`src/rtl/seg_display_arbiter.sv`:
```
// Round-robin arbiter sharing the 8-digit seven-segment display between the
// CPU MMIO store path and the debug/status source, with a minimum dwell per owner.
module seg_display_arbiter #(
  parameter int DWELL = 100000
) (
  input  logic        clk,
  input  logic        rst,
  input  logic        clr,
  input  logic        cpu_req,
  input  logic [31:0] cpu_value,
  output logic        cpu_ack,
  input  logic        dbg_req,
  input  logic [31:0] dbg_value,
  output logic        dbg_ack,
  output logic [31:0] disp_value,
  output logic        disp_en,
  output logic [1:0]  owner
);

  localparam int DATA_W = 32;
  localparam int CNT_W  = $clog2(DWELL + 1);
  localparam logic [CNT_W-1:0] CNT_LOAD = CNT_W'(DWELL - 1);

  localparam logic [1:0] OWN_NONE = 2'b00;
  localparam logic [1:0] OWN_CPU  = 2'b01;
  localparam logic [1:0] OWN_DBG  = 2'b10;

  typedef enum logic [1:0] {IDLE, SHOW_CPU, SHOW_DBG} state_t;

  state_t              r_state;
  logic [CNT_W-1:0]    r_cnt;
  logic                r_rr_dbg;
  logic                r_cpu_ack;
  logic                r_dbg_ack;
  logic [DATA_W-1:0]   r_disp_value;
  logic                r_disp_en;
  logic [1:0]          r_owner;

  state_t              w_state_nxt;
  logic [CNT_W-1:0]    w_cnt_nxt;
  logic                w_rr_dbg_nxt;
  logic                w_cpu_ack_nxt;
  logic                w_dbg_ack_nxt;
  logic [DATA_W-1:0]   w_disp_value_nxt;
  logic                w_disp_en_nxt;
  logic [1:0]          w_owner_nxt;

  logic                w_cpu_req;
  logic                w_dbg_req;
  logic                w_cnt_zero;
  logic [CNT_W-1:0]    w_cnt_dec;
  logic                w_grant_cpu;
  logic                w_grant_dbg;

  // A requester's level is ignored during the cycle its own ack is showing.
  assign w_cpu_req  = cpu_req & ~r_cpu_ack;
  assign w_dbg_req  = dbg_req & ~r_dbg_ack;
  assign w_cnt_zero = (r_cnt == '0);
  assign w_cnt_dec  = w_cnt_zero ? '0 : r_cnt - CNT_W'(1);

  always_comb begin
    w_grant_cpu = 1'b0;
    w_grant_dbg = 1'b0;
    case (r_state)
      IDLE: begin
        if (w_cpu_req && w_dbg_req) begin
          w_grant_dbg = r_rr_dbg;
          w_grant_cpu = ~r_rr_dbg;
        end else begin
          w_grant_cpu = w_cpu_req;
          w_grant_dbg = w_dbg_req;
        end
      end
      SHOW_CPU: begin
        if (w_dbg_req && w_cnt_zero) w_grant_dbg = 1'b1;
        else if (w_cpu_req)          w_grant_cpu = 1'b1;
      end
      SHOW_DBG: begin
        if (w_cpu_req && w_cnt_zero) w_grant_cpu = 1'b1;
        else if (w_dbg_req)          w_grant_dbg = 1'b1;
      end
      default: begin
        w_grant_cpu = 1'b0;
        w_grant_dbg = 1'b0;
      end
    endcase
    if (clr) begin
      w_grant_cpu = 1'b0;
      w_grant_dbg = 1'b0;
    end
  end

  always_comb begin
    w_state_nxt      = (r_state == SHOW_CPU || r_state == SHOW_DBG) ? r_state : IDLE;
    w_cnt_nxt        = w_cnt_dec;
    w_rr_dbg_nxt     = r_rr_dbg;
    w_cpu_ack_nxt    = 1'b0;
    w_dbg_ack_nxt    = 1'b0;
    w_disp_value_nxt = r_disp_value;
    w_disp_en_nxt    = (w_state_nxt == IDLE) ? 1'b0 : r_disp_en;
    w_owner_nxt      = (w_state_nxt == IDLE) ? OWN_NONE : r_owner;
    if (clr) begin
      // Value is retained while blanked; only enable and ownership drop.
      w_state_nxt   = IDLE;
      w_cnt_nxt     = '0;
      w_disp_en_nxt = 1'b0;
      w_owner_nxt   = OWN_NONE;
    end else if (w_grant_cpu) begin
      w_state_nxt      = SHOW_CPU;
      w_cnt_nxt        = CNT_LOAD;
      w_rr_dbg_nxt     = 1'b1;
      w_cpu_ack_nxt    = 1'b1;
      w_disp_value_nxt = cpu_value;
      w_disp_en_nxt    = 1'b1;
      w_owner_nxt      = OWN_CPU;
    end else if (w_grant_dbg) begin
      w_state_nxt      = SHOW_DBG;
      w_cnt_nxt        = CNT_LOAD;
      w_rr_dbg_nxt     = 1'b0;
      w_dbg_ack_nxt    = 1'b1;
      w_disp_value_nxt = dbg_value;
      w_disp_en_nxt    = 1'b1;
      w_owner_nxt      = OWN_DBG;
    end
  end

  always_ff @(posedge clk or posedge rst) begin
    if (rst) begin
      r_state      <= IDLE;
      r_cnt        <= '0;
      r_rr_dbg     <= 1'b0;
      r_cpu_ack    <= 1'b0;
      r_dbg_ack    <= 1'b0;
      r_disp_value <= '0;
      r_disp_en    <= 1'b0;
      r_owner      <= OWN_NONE;
    end else begin
      r_state      <= w_state_nxt;
      r_cnt        <= w_cnt_nxt;
      r_rr_dbg     <= w_rr_dbg_nxt;
      r_cpu_ack    <= w_cpu_ack_nxt;
      r_dbg_ack    <= w_dbg_ack_nxt;
      r_disp_value <= w_disp_value_nxt;
      r_disp_en    <= w_disp_en_nxt;
      r_owner      <= w_owner_nxt;
    end
  end

  assign cpu_ack    = r_cpu_ack;
  assign dbg_ack    = r_dbg_ack;
  assign disp_value = r_disp_value;
  assign disp_en    = r_disp_en;
  assign owner      = r_owner;

endmodule
```
`config.mk`:
```
export PLATFORM = sky130hd
export DESIGN_NAME = seg_display_arbiter
export DESIGN_NICKNAME = d
export VERILOG_FILES = /design/src/rtl/seg_display_arbiter.sv
export SDC_FILE = /design/constraint.sdc
export NUM_CORES = 1
export LEC_CHECK = 0
export ABC_CLOCK_PERIOD_IN_PS = 3100
export CAP_MARGIN = 0
export CELL_PAD_IN_SITES_DETAIL_PLACEMENT = 1
export CELL_PAD_IN_SITES_GLOBAL_PLACEMENT = 1
export CORE_MARGIN = 1.5
export CORE_UTILIZATION = 37
export DETAILED_ROUTE_END_ITERATION = 16
export PLACE_DENSITY = 0.8
export SYNTH_ARGS = -nofsm -noshare
export SYNTH_HDL_FRONTEND = slang
export SYNTH_SLANG_ARGS = --single-unit
export TNS_END_PERCENT = 5
```
`constraint.sdc`:
```
create_clock -name clk -period 3.1 [get_ports clk]
set_clock_uncertainty 0.2 [all_clocks]
set_input_delay 0.465 -clock clk [delete_from_list [all_inputs] [get_ports clk]]
set_output_delay 0.465 -clock clk [all_outputs]
set_load 0.01 [all_outputs]
```
==> results.toml <==
[clock_tree]
insertion_delay_ps = 340
cts_buffers = 9
postCtsSetupRepairBufs = 0
cts_hold_buf = 0
clock-sinks = 57
clock_path_buffers = 2
cts-root-buf = "clkbuf_8"
clk_pin_slew_ps = 70
post_cts_resized = 0
cts_tree = "done"
cts_max_level = 3

[grt]
use_met3_pct = 4.45
grt_pass1_vias = 4082
antenna_found_initial = 0
grt_use_total_pct = 25.5
overflow = 0
use_met1_pct = 34.5
grt_max_degree = 58
globalRouteMet2Util_pct = 42.1
grt_pass1_wl_mm = 22.0
top_usage_layer = "met2"

[detailed_routing]
wl_per_cell_um = 21.5
routed_wl_mm = 13.1
num_vias = 3742
firstDrtPassIters = 4
vias_per_cell = 6.12
final_antenna_net_count = 0
drt_iter0_drc = 164
route.detailed.drc = 0

[critical_path]
reg2reg_depth = 6
crit_arrival_ps = 2720
path_class = "register to register"
r2r_start = "r_cnt[11]"
required_ps = 3120
cp-end-kind = "register"
start_kind = "register"
rr_endpoint = "r_cnt[13]"
r2r_setup_slack_ps = 400
crit_fanout = 11

[floorplanning]
core_area_mm2 = 0.00986
die_area_mm2 = 0.0108
fp.dieW_um = 104
rows = 36
die_h_um = 104
start_util_pct = 38.4
io-pin-count = 106

[layout]
fin_util_pct = 53.8
fillers = 1047
fin_cells = 611
multi_input_area_mm2 = 0.00219
layout-drive-gt1-share_pct = 18.6
num_antenna_cells = 0
fin_nets = 549
area_growth_pct = 40.1
seq_area_mm2 = 0.00143

[sta]
max_slew_margin_pct = 47.5
worst_slack_ps = 401
post-route-min-period_ps = 2700
hold_ws_ps = 345
setup_tns_ps = 0
setup_viol = 0
fin_crit_sh_pct = 87.1
rsz0062_at_grt = "no"
slew_viol_final = 0
finalHoldViolCount = 0
fmax_ghz = 0.371
tightest_slew_ps = 787

[yosys]
synth_flop_cell = "dfrtp_1"
yosysSeqAreaShare_pct = 37.7
synth_compound_area_share_pct = 33.4
yosys.area_share.adder_pct = 2.31
ys_types = 50
synth_edf_count = 0
yosys.area.top_type = "dfrtp_1"
async_flop_share_pct = 100
synthMuxAreaShare_pct = 0
synth_top_cells_by_area = "dfrtp_1 (38%), a41oi_2 (13%), nand3_1 (9.1%)"
ys_ff_latch = 57
synth_xor_area_share_pct = 3.47
synth_top_family_by_area = "compound AO/OA/AOI/OAI gates"
synthTopCellsByCount = "nand3_1 (69), dfrtp_1 (57), a211oi_1 (33), a22oi_1 (32), a41oi_2 (31)"
yosys.area.top_type_share_pct = 37.7
synth_fp_nets = 447
synthSimpleGateAreaFrac_pct = 17.3
yosys.cell_count.top_type = "nand3_1"
synthCells = 371
syn-cell-area_mm2 = 0.00378
yosys_warnings = 0
syn_avg_cell_area_um2 = 10.2

[power]
p_per_area_mw_per_mm2 = 934
peakVddDrop_v = 0.000452
p_leak_nw = 1.94

[hold_path]
hold_path_class = "register to register"
hold_path_depth = 1
holdPathEnd = "r_rr_dbg"
hold_path.startpoint = "r_rr_dbg"

[place]
port_buffers = 105
dp.cells = 595
place_ws_ps = 152
dp.final_hpwl_mm = 8.95
gp_congestion = 0.849

[job]
maxCapViolCount = 0

[status]
status = "finished, final reports clean"
-- metal layers --
metal | vias up | part of all wire (%)
met5 | - | 0
met4 | 0 | 1.1
met3 | 15 | 5.5
met2 | 140 | 50
met1 | 1905 | 43
li1 | 1682 | -
-- worst max path at each step --
| stage | start | to | slack (ps) | cells past startpoint |
|---|---|---|---|---|
| 6_report | r_cnt[11] | r_cnt[13] | 400 | 6 |
| 4_1_cts | r_cnt[11] | r_cnt[13] | 360 | 6 |
| 5_1_grt | r_cnt[11] | r_cnt[13] | 150 | 6 |
| 3_3_place_gp | dbg_req | r_cnt[5] | 330 | 8 |
| 3_5_place_dp | dbg_req | r_cnt[13] | 150 | 8 |
| 2_1_floorplan | r_cnt[2] | r_state[0] | 700 | 6 |
-- through the flow --
| step | cell area, um2 | power [mW] |
|---|---|---|
| global placement | 5070 | 4.00 |
| finish | 5300 | 4.95 |
| global route | 5300 | 5.28 |
| detailed placement | 5070 | 4.13 |
| floorplan | 3780 | 3.02 |
| CTS | 5300 | 4.98 |
-- cell usage in the layout (no fill, tap or decap), types with 2 or more instances in the layout --
master and count:
nor3b_1 2, ha_1 7, a21o_1 4, xor2_1 10, inv_1 8, clkbuf_8 11, nand4_1 3, or2_2 3
clkinv_2 2, bufinv_16 2, a22oi_1 32, a41oi_1 2, o211ai_1 10, nor4_1 9, xnor2_1 5, nand3_1 69
inv_2 2, clkdlybuf4s50_1 105, nor2b_1 3, a211oi_1 33, buf_4 22, a41oi_2 30, dfrtp_1 57, o31ai_4 2
nor2_1 6, or3_1 2, nor3_1 3, nand3b_1 2, buf_12 2, nand2_1 6
-- state kept, by name, summed over array words and instances (netlist names) --
name        count
cpu_ack         1
disp_value     32
owner           2
r_rr_dbg        1
dbg_ack         1
disp_en         1
r_cnt          17
r_state         2
-- cell families after synthesis --
group                    count (synthesis)
AO/OA/AOI/OAI                          128
adder cells (fa/ha/maj)                  7
AND/OR/NAND/NOR                        116
XOR/XNOR                                15
flip-flops                              57
buffers and inverters                   48
-- layout make-up --
type	count	area share (%)
clock buffers	11	2.86
clock inverters	5	1.46
inverters	10	0.708
multi-input cells	266	41.2
flip-flops and latches	57	26.9
well taps	133	3.14
repair buffers	129	23.7
-- where the power goes --
group | leakage [nW] | total [mW] | switching, mW | internal [mW]
Clock | 0.115 | 0.818 | 0.324 | 0.494
Combinational | 1.16 | 2.76 | 1.46 | 1.30
Sequential | 0.664 | 1.37 | 0.306 | 1.07
Total | 1.94 | 4.95 | 2.09 | 2.86
-- worst max-delay path, stage by stage, from the launching register on --
cell      delay (ps)
dfrtp_1          440
nor4_2           610
nand4_1          250
o211ai_4         220
a21o_2           360
inv_2            180
nor4_1           330
Note: power is estimated with default switching activity, not from simulation.
